`src/rtl/pipeline_stall_ctrl.sv`:
```
// Stall/flush controller for the 5-stage MIPS pipeline: Tuse/Tnew hazard detection plus MD unit busy tracking.
// Optional macro STALL_PERF_CNT_EN adds a saturating stall-cycle counter (STALL_CYCLES) with clear input PERF_CLR.
module pipeline_stall_ctrl #(
  parameter int MULT_CYCLES = 5,
  parameter int DIV_CYCLES  = 10,
  parameter int CNT_W       = 4
) (
  input  logic       clk,
  input  logic       RESET,
  input  logic [4:0] D_RS_ADDR,
  input  logic [4:0] D_RT_ADDR,
  input  logic [1:0] D_TUSE_RS,
  input  logic [1:0] D_TUSE_RT,
  input  logic       D_IS_MD,
  input  logic [4:0] E_WADDR,
  input  logic [1:0] E_TNEW,
  input  logic [4:0] M_WADDR,
  input  logic [1:0] M_TNEW,
  input  logic       E_MD_START,
  input  logic       E_MD_TYPE,
`ifdef STALL_PERF_CNT_EN
  input  logic        PERF_CLR,
  output logic [31:0] STALL_CYCLES,
`endif
  output logic       STALL_PC,
  output logic       STALL_D,
  output logic       CLEAR_E,
  output logic       MD_BUSY
);

  localparam logic [CNT_W-1:0] MULT_LOAD = CNT_W'(MULT_CYCLES);
  localparam logic [CNT_W-1:0] DIV_LOAD  = CNT_W'(DIV_CYCLES);

  logic [CNT_W-1:0] md_cnt;
  logic             stall_rs;
  logic             stall_rt;
  logic             stall_md;
  logic             stall;

  always_ff @(posedge clk) begin
    if (RESET)
      md_cnt <= '0;
    else if (E_MD_START)
      md_cnt <= E_MD_TYPE ? DIV_LOAD : MULT_LOAD;
    else if (md_cnt != '0)
      md_cnt <= md_cnt - 1'b1;
  end

  // An operand stalls when it is read earlier (Tuse) than its producer can forward it (Tnew); $0 is never a hazard.
  always_comb begin
    stall_rs = 1'b0;
    stall_rt = 1'b0;
    if (D_TUSE_RS != 2'b11 && D_RS_ADDR != 5'd0)
      stall_rs = (D_RS_ADDR == E_WADDR && D_TUSE_RS < E_TNEW) ||
                 (D_RS_ADDR == M_WADDR && D_TUSE_RS < M_TNEW);
    if (D_TUSE_RT != 2'b11 && D_RT_ADDR != 5'd0)
      stall_rt = (D_RT_ADDR == E_WADDR && D_TUSE_RT < E_TNEW) ||
                 (D_RT_ADDR == M_WADDR && D_TUSE_RT < M_TNEW);
  end

  always_comb begin
    MD_BUSY  = !RESET && (md_cnt != '0);
    stall_md = D_IS_MD && (MD_BUSY || E_MD_START);
    stall    = !RESET && (stall_rs || stall_rt || stall_md);
    STALL_PC = stall;
    STALL_D  = stall;
    CLEAR_E  = stall;
  end

`ifdef STALL_PERF_CNT_EN
  logic [31:0] stall_cycles_q;

  // A clear wins over a coincident stall so the counter reads zero afterwards.
  always_ff @(posedge clk) begin
    if (RESET || PERF_CLR)
      stall_cycles_q <= '0;
    else if (stall && stall_cycles_q != 32'hFFFF_FFFF)
      stall_cycles_q <= stall_cycles_q + 32'd1;
  end

  assign STALL_CYCLES = stall_cycles_q;
`endif

endmodule

```
`config.mk`:
```
export PLATFORM = sky130hd
export DESIGN_NAME = pipeline_stall_ctrl
export DESIGN_NICKNAME = d
export VERILOG_FILES = /design/src/rtl/pipeline_stall_ctrl.sv
export SDC_FILE = /design/constraint.sdc
export NUM_CORES = 1
export LEC_CHECK = 0
export BUFFER_PORTS_ARGS = -buffer_cell sky130_fd_sc_hd__clkbuf_2
export CAP_MARGIN = 10
export CORE_MARGIN = 2
export CORE_UTILIZATION = 45
export DETAILED_ROUTE_END_ITERATION = 6
export GPL_TIMING_DRIVEN = 0
export PLACE_DENSITY = 0.83
export SLEW_MARGIN = 20
export SYNTH_ARGS = -nofsm -noshare
export SYNTH_HDL_FRONTEND = slang
export SYNTH_SLANG_ARGS = --single-unit
```
`constraint.sdc`:
```
create_clock -name clk -period 4.1 [get_ports clk]
set_input_delay 0.41 -clock clk [delete_from_list [all_inputs] [get_ports clk]]
set_output_delay 0.41 -clock clk [all_outputs]
set_load 0.005 [all_outputs]
```
# Word-level counts from Yosys, hierarchy flattened

Cells that the tools add are included.

Bits in registers: 4
Latch bits: 0
Memory bits (writable): 0
Bits in read-only memories: 0
Input bits: 33
Output and inout bits: 4
Word-level logic and storage cells: 36
Memories: 0

$add $sub $neg: 1
Multipliers: 0
Div/mod/pow operators: 0
$lt $le $gt $ge: 4
Equal/unequal tests: 6
Shift operators: 0
Mux-type cells: 5
Bitwise logic cells: 0
Reductions and logical operators: 19

Operator list:

| operator              | number |
|---|---|
| $eq A5 B5 Y1          | 4 |
| $mux W4               | 3 |
| $reduce_bool A5 Y1    | 2 |
| $logic_and A1 B1 Y1   | 9 |
| $lt A2 B2 Y1          | 4 |
| $logic_or A1 B1 Y1    | 5 |
| $ne A2 B2 Y1 const B  | 2 |
| $reduce_bool A4 Y1    | 1 |
| $sub A4 B1 Y4 const B | 1 |
| $mux W1               | 2 |
| $reduce_bool A2 Y1    | 1 |
| $logic_not A1 Y1      | 1 |

# Longest topological paths before layout

Gate-level depths: netlist of the first run.

Depth after elaboration: 7
Depth in mapped cells: 8
Depth with buffers taken out: 7

# Worst setup path after synthesis of the first run

No wires, ideal clock.

Path kind: input-to-output
Start point: input D_RS_ADDR[1]
End point: output STALL_D
Arrival: 1.614 ns
Data required time: 3.690 ns
Setup slack: 2.076 ns
Stages: 5
Path buffers: 1
Cell sequence: or4_1 > o21ai_1 > a21oi_1 > or3_1 > buf_4

Longest elaborated chain between the ends: 7
Elaborated cells between the ends (all ways): 11
Those cells by class: eq/ne (2); mux (1); reduce/logical (8)

RTL lines:

| element                                       | RTL line | source |
|---|---|---|
| start, declared                               | 10       | `input logic [4:0] D_RS_ADDR,` |
| $eq A5 B5 Y1, on equally long branches        | 54, 55   |  |
| $logic_and A1 B1 Y1, on equally long branches | 54, 55   |  |
| $logic_or A1 B1 Y1                            | 54       | `stall_rs = (D_RS_ADDR == E_WADDR && D_TUSE_RS < E_TNEW) \|\|` |
| $mux W1 (*)                                   | 53       | `if (D_TUSE_RS != 2'b11 && D_RS_ADDR != 5'd0)` |
| $logic_or A1 B1 Y1 (*) (2 in series)          | 64       | `stall = !RESET && (stall_rs \|\| stall_rt \|\| stall_md);` |
| $logic_and A1 B1 Y1 (*)                       | 64       |  |
| end, declared                                 | 26       | `output logic STALL_D,` |

Mark *: on every way between the ends. The rest lies on a longest branch, timed or not.

# Worst setup path in the final report of the first run

Start point: register md_cnt[0]
End point: output STALL_PC

Longest elaborated chain between the ends: 6

RTL lines:

| element                | RTL line | source |
|---|---|---|
| start, declared        | 34       | `logic [CNT_W-1:0] md_cnt;` |
| start signal, assigned | 44       | `md_cnt <= E_MD_TYPE ? DIV_LOAD : MULT_LOAD;` |
| start signal, assigned | 46       | `md_cnt <= md_cnt - 1'b1;` |
| $reduce_bool A4 Y1     | 62       | `MD_BUSY = !RESET && (md_cnt != '0);` |
| $logic_and A1 B1 Y1    | 62       |  |
| $logic_or A1 B1 Y1     | 63       | `stall_md = D_IS_MD && (MD_BUSY \|\| E_MD_START);` |
| $logic_and A1 B1 Y1    | 63       |  |
| $logic_or A1 B1 Y1     | 64       |  |
| $logic_and A1 B1 Y1    | 64       |  |
| end, declared          | 25       | `output logic STALL_PC,` |

Every way passes these cells.

==> results_dict.tcl, run 1 <==
set metrics [dict create \
    p_total_mw 0.184 \
    regMostFlops "md_cnt" \
    htree_num_levels 1 \
    crit_path_start_kind "flop" \
    yosys.area.top_type "xor2_1" \
    met2_usage 0.357 \
    clock_tree.root_cell "clkbuf_4" \
    regArea_um2 80.1 \
    syn_area_per_cell_um2 7.49 \
    fin_cells 134 \
    antennaDiodeCount 0 \
    die_w_um 40.7 \
    grt.busiest_layer "met2" \
    post-route-drc-count 0 \
    synth.most_common_cell "xor2_1" \
    synth.top_cell.area_share 0.231 \
    r2r-end "md_cnt[1]$_SDFFE_PP0P_" \
    crit_fanout 3 \
    r2r_start "md_cnt[0]$_SDFFE_PP0P_" \
    grt_pass1_wl_um 2150 \
    maxSlewViolCount 0 \
    cts_tree "yes" \
    ys_seq_elements 4 \
    post-route-util 0.641 \
    fp-row-count 13 \
    cts_setup_buffers 0 \
    power.density_nw_per_um2 224 \
    die_h_um 40.7 \
    grt_util_met3 0 \
    top_regs "md_cnt (4)" \
    cp-startpoint "md_cnt[0]$_SDFFE_PP0P_" \
    drt-vias-per-instance 5.11 \
    critical_path_arrival_ns 2.02 \
    fin_crit_ns 2.43 \
    fmax_mhz 411 \
    setup_tns_ns 0 \
    synth-edff-count 0 \
    drive_gt1_frac 0.345 \
    place_hpwl_um 1340 \
    die_area_um2 1660 \
    routedWlPerCell_um 11.1 \
    vias 685 \
    area_delta_synth_final_pct 35.7 \
    worstSkewPairLatency_ns 0.24 \
    crit_end "STALL_PC" \
    synth.area.top_cells "xor2_1, dfxtp_1, ha_1" \
    clockBufferDepth 2 \
    dpl_cell_area_um2 801 \
    synth_cell_types 23 \
    first_pass_iters 4 \
    hold_class "in2reg" \
    clk_pin_slew_worst_paths_ns 0.04 \
    ios 37 \
    grt_max_degree 9 \
    start_util 0.472 \
    wl_um 1490 \
    synth_ff_type "dfxtp_1" \
    cts_buffers 3 \
    drt-initial-drc-count 12 \
    mappedNetlistArea_um2 607 \
    syn_inst 81 \
    endpoint_kind "output pin" \
    drv_cap 0 \
    fin_crit_sh 0.594 \
    ys_seq_area_frac 0.132 \
    clock_sinks 4 \
    numPlacedInstances 131 \
    setup_viol 0 \
    reg2regPathDepth 6 \
    ctsResizeCount 0 \
    overflow 0 \
    status "finished clean" \
    antenna_left 0 \
    largest_reg_flops 4 \
    grt_use_total 0.198 \
    ir_worst_vdd_mv 0.100 \
    reg2reg_slack_ns 2.59 \
    io_buffer_count 35 \
    nets 159 \
    hold_viol 0 \
    synthArstFlopShare 0 \
    multi_input_area_um2 482 \
    holdBufCountCts 0 \
    fill_cells 117 \
    antenna_found_initial 0 \
    ys_top_cells_by_count "xor2_1, a21oi_1, inv_1, nor2_1, xnor2_1" \
    syn-num-nets 119 \
    place.gp.congestion 0.795 \
    core_um2 1280 \
    fin_area_um2 823 \
    worstMarginPinSlew_ns 0.395 \
    synth_warnings 0 \
    p_leak_nw 0.417 \
    grt_pass1_vias 543 \
    slew_headroom 0.735 \
    worstSetupPathType "reg2out" \
    finalClockSkew_ns 0.00573 \
    rsz0062_at_grt "no" \
    grt_util_met1 0.239 \
    required_ns 3.69 \
]
## routing by layer
metal,wire [µm],share of wire
met5,0,0
met3,100,0.067
met2,739,0.50
met1,631,0.42
met4,19,0.013
## critical path, stage by stage (launching register included)
cell,delay [ns]
dfxtp_1,0.30
inv_1,0.08
ha_1,0.17
inv_1,0.06
or3_1,0.36
nor2_1,0.11
nor3b_1,0.05
or3_1,0.41
buf_4,0.15
clkbuf_2,0.10
## worst min path at each step
stage | end | depth (start not counted) | slack (ns) | from
floorplan | md_cnt[2]$_SDFFE_PP0P_ | 2 | 0.51 | md_cnt[3]$_SDFFE_PP0P_
global placement | md_cnt[2]$_SDFFE_PP0P_ | 2 | 0.54 | md_cnt[3]$_SDFFE_PP0P_
detailed placement | md_cnt[2]$_SDFFE_PP0P_ | 2 | 0.55 | md_cnt[3]$_SDFFE_PP0P_
CTS | md_cnt[2]$_SDFFE_PP0P_ | 2 | 0.42 | E_MD_TYPE
global route | md_cnt[2]$_SDFFE_PP0P_ | 2 | 0.43 | E_MD_TYPE
finish | md_cnt[2]$_SDFFE_PP0P_ | 2 | 0.42 | E_MD_TYPE
## stage by stage
stage | hold WS, ns | setup slack, ns
3_5_place_dp | 0.554 | 1.83
4_1_cts | 0.419 | 1.65
3_3_place_gp | 0.535 | 1.83
5_1_grt | 0.426 | 1.51
2_1_floorplan | 0.507 | 2.08
6_report | 0.423 | 1.67
## cells by family after synthesis
kind of cell | count (synthesis) | share of synthesized area
AO/OA/AOI/OAI | 15 | 0.136
XOR/XNOR | 22 | 0.318
adder cells (fa/ha/maj) | 5 | 0.103
buffers and inverters | 10 | 0.0742
flip-flops | 4 | 0.132
multiplexers | 1 | 0.0186
AND/OR/NAND/NOR | 24 | 0.219
## area by class of cell
type,instances,share of cell area
repair buffers,35,0.213
flip-flops and latches,4,0.0973
clock buffers,3,0.0274
inverters,7,0.0319
well taps,15,0.0228
multi-input cells,67,0.585
plain buffers,3,0.0228
## report_power, final
group,switching [mW],total (mW),leakage [nW],internal (mW)
logic,0.0425,0.0868,0.370,0.0443
clock network,0.0171,0.0499,0.0138,0.0328
registers,0.00386,0.0474,0.0332,0.0435
total,0.0635,0.184,0.417,0.121
## cells in the final DEF, fill, tap and decap left out
cell and n:
nor3_1 2, a21oi_1 7, nor2_1 6, a221oi_1 1, ha_1 5, inv_1 7, buf_4 2, nand3b_1 1
a211o_1 1, nor3b_1 1, xor2_1 16, o21ai_0 5, nand4_1 2, or4_1 2, nor4_1 4, nand2_1 1
clkbuf_4 3, o21ai_1 1, mux2_2 1, xnor2_1 6, nand3_1 2, or3_1 3, clkbuf_1 1, clkbuf_2 35
dfxtp_1 4
Note: power is estimated with default switching activity, not from simulation.
==> run 2: changes to the inputs <==
--- a/config.mk
+++ b/config.mk
@@ -8,10 +8,10 @@
 export BUFFER_PORTS_ARGS = -buffer_cell sky130_fd_sc_hd__clkbuf_2
 export CAP_MARGIN = 10
 export CORE_MARGIN = 2
-export CORE_UTILIZATION = 45
+export CORE_UTILIZATION = 42
 export DETAILED_ROUTE_END_ITERATION = 6
 export GPL_TIMING_DRIVEN = 0
-export PLACE_DENSITY = 0.83
+export PLACE_DENSITY = 0.78
 export SLEW_MARGIN = 20
 export SYNTH_ARGS = -nofsm -noshare
 export SYNTH_HDL_FRONTEND = slang
==> constraint.sdc (replaced) <==
create_clock -name clk -period 2.5 [get_ports clk]
set_input_delay 0.25 -clock clk [delete_from_list [all_inputs] [get_ports clk]]
set_output_delay 0.25 -clock clk [all_outputs]
set_load 0.005 [all_outputs]
==> run 2 against run 1 <==
- non-clock buffer count unchanged
- register-to-register slack got worse by 1.6 ns
- first-iteration DRC count is 83% lower
- via count grew 3.5%
- setup slack got worse by 1.5 ns
- worst hold slack got worse by 0.17 ns
- largest cell class unchanged
- sequential cell count is the same
- cell count stayed put
- critical path type unchanged
- power grew 67%
- wire length is 7.6% higher
- sequential share of layout area unchanged
- die area increased by 6.4%
==> results_dict.tcl, run 2 (synthesis gave the netlist of run 1 again) <==
set metrics [dict create \
    status "finished clean" \
    critical_path_arrival_ns 2.05 \
    antenna_found_initial 0 \
    place_hpwl_um 1440 \
    setup_viol 0 \
    vias 709 \
    r2r_start "md_cnt[0]$_SDFFE_PP0P_" \
    slew_headroom 0.719 \
    whs_path_depth 2 \
    worstSetupPathType "reg2out" \
    fill_cells 138 \
    post-route-drc-count 0 \
    layout_common_cells "clkbuf_2, xor2_1, inv_1, a21oi_1" \
    fmax_mhz 434 \
    regArea_um2 80.1 \
    die_area_um2 1760 \
    required_ns 2.25 \
    cts_buffers 3 \
    drt-vias-per-instance 5.29 \
    holdBufCountCts 0 \
    die_h_um 42.0 \
    p_leak_nw 0.417 \
    layout_commonest_cell "clkbuf_2" \
    endpoint_kind "output pin" \
    io_buffer_count 35 \
    clockBufferDepth 2 \
    ctsResizeCount 0 \
    rsz0062_at_grt "no" \
    fin_crit_ns 2.30 \
    area_delta_synth_final_pct 35.7 \
    overflow 0 \
    hold_viol 0 \
    clock_sinks 4 \
    cts_tree "yes" \
    drt-initial-drc-count 2 \
    finalClockSkew_ns 0.000848 \
    maxSlewViolCount 0 \
    clk_pin_slew_worst_paths_ns 0.04 \
    grt_use_total 0.198 \
    critPathTopFamily "simple AND/OR/NAND/NOR gates" \
    setup_tns_ns 0 \
    place.gp.congestion 0.797 \
    crit_fanout 3 \
    cp_slowest_stage_delay_ns 0.42 \
    core_um2 1320 \
    ir_worst_vdd_mv 0.179 \
    cp_slowest_cell "or3_1" \
    first_pass_iters 4 \
    path_cells "inv_1, ha_1, inv_1, or3_1, nor2_1, nor3b_1, or3_1, buf_4, clkbuf_2" \
    die_w_um 42.0 \
    min_from "E_MD_TYPE" \
    largest_reg_flops 4 \
    r2r-end "md_cnt[1]$_SDFFE_PP0P_" \
    antennaDiodeCount 0 \
    wl_um 1600 \
    ios 37 \
    fin_crit_sh 0.922 \
    dpl_cell_area_um2 801 \
    grt_max_degree 9 \
    top_regs "md_cnt (4)" \
    antenna_left 0 \
    nets 159 \
    fin_area_um2 823 \
    clock_tree.root_cell "clkbuf_4" \
    min_to "md_cnt[2]$_SDFFE_PP0P_" \
    worstSkewPairLatency_ns 0.24 \
    routedWlPerCell_um 12.0 \
    drive_gt1_frac 0.345 \
    worstMarginPinSlew_ns 0.419 \
    regMostFlops "md_cnt" \
    drv_cap 0 \
    fp-row-count 13 \
    multi_input_area_um2 482 \
    grt_pass1_wl_um 2750 \
    grt_pass1_vias 735 \
    reg2regPathDepth 6 \
    worst-path-stages 9 \
    cts_setup_buffers 0 \
    reg2reg_slack_ns 0.99 \
    start_util 0.461 \
    power.density_nw_per_um2 373 \
    path_buf_inv 4 \
    hold_class "in2reg" \
    crit_path_start_kind "flop" \
    htree_num_levels 1 \
]
## run 2: worst max path at each step
| stage | endpoint | slack [ns] | start |
|---|---|---|---|
| 5_1_grt | STALL_D | 0.09 | md_cnt[0]$_SDFFE_PP0P_ |
| 2_1_floorplan | STALL_D | 0.64 | md_cnt[0]$_SDFFE_PP0P_ |
| 3_3_place_gp | STALL_D | 0.50 | md_cnt[0]$_SDFFE_PP0P_ |
| 6_report | STALL_D | 0.20 | md_cnt[0]$_SDFFE_PP0P_ |
| 4_1_cts | STALL_D | 0.18 | md_cnt[0]$_SDFFE_PP0P_ |
| 3_5_place_dp | STALL_D | 0.45 | md_cnt[0]$_SDFFE_PP0P_ |
## run 2: cell type report
| type | count | share of cell area |
|---|---|---|
| Buffer | 3 | 0.0228 |
| Clock buffer | 3 | 0.0274 |
| Inverter | 7 | 0.0319 |
| Multi-Input combinational cell | 67 | 0.585 |
| Sequential cell | 4 | 0.0973 |
| Tap cell | 15 | 0.0228 |
| Timing Repair Buffer | 35 | 0.213 |
## run 2: routing by layer
metal	vias to the layer above	routed length, µm	track usage	part of all wire
met2	25	842	0.366	0.52
met4	0	36	0.131	0.022
met1	315	650	0.222	0.41
li1	364	-	-	-
met3	5	74	0	0.046
met5	-	0	0	0
## run 2: per-stage QoR
| stage | total power, mW | utilization | cells | setup WS, ns | hold WS [ns] |
|---|---|---|---|---|---|
| 4_1_cts | 0.309 | 0.625 | 134 | 0.181 | 0.252 |
| 2_1_floorplan | 0.162 | - | 81 | 0.639 | 0.361 |
| 3_3_place_gp | 0.216 | 0.608 | 131 | 0.502 | 0.496 |
| 6_report | 0.307 | 0.625 | 134 | 0.195 | 0.256 |
| 5_1_grt | 0.329 | 0.625 | 134 | 0.0931 | 0.268 |
| 3_5_place_dp | 0.223 | 0.608 | 131 | 0.455 | 0.503 |
## run 2: power breakdown
group          total (mW)  switching (mW)  internal [mW]  leakage (nW)
clock network      0.0845          0.0306         0.0540        0.0138
logic               0.145          0.0717         0.0732         0.370
registers          0.0774         0.00602         0.0714        0.0332
total               0.307           0.108          0.199         0.417
## run 2: worst register-to-register path, cell delays in order, from the launching register on
cell     delay (ns)
dfxtp_1        0.30
inv_1          0.09
ha_1           0.17
inv_1          0.06
or3_1          0.36
a211o_1        0.31
a21oi_1        0.14
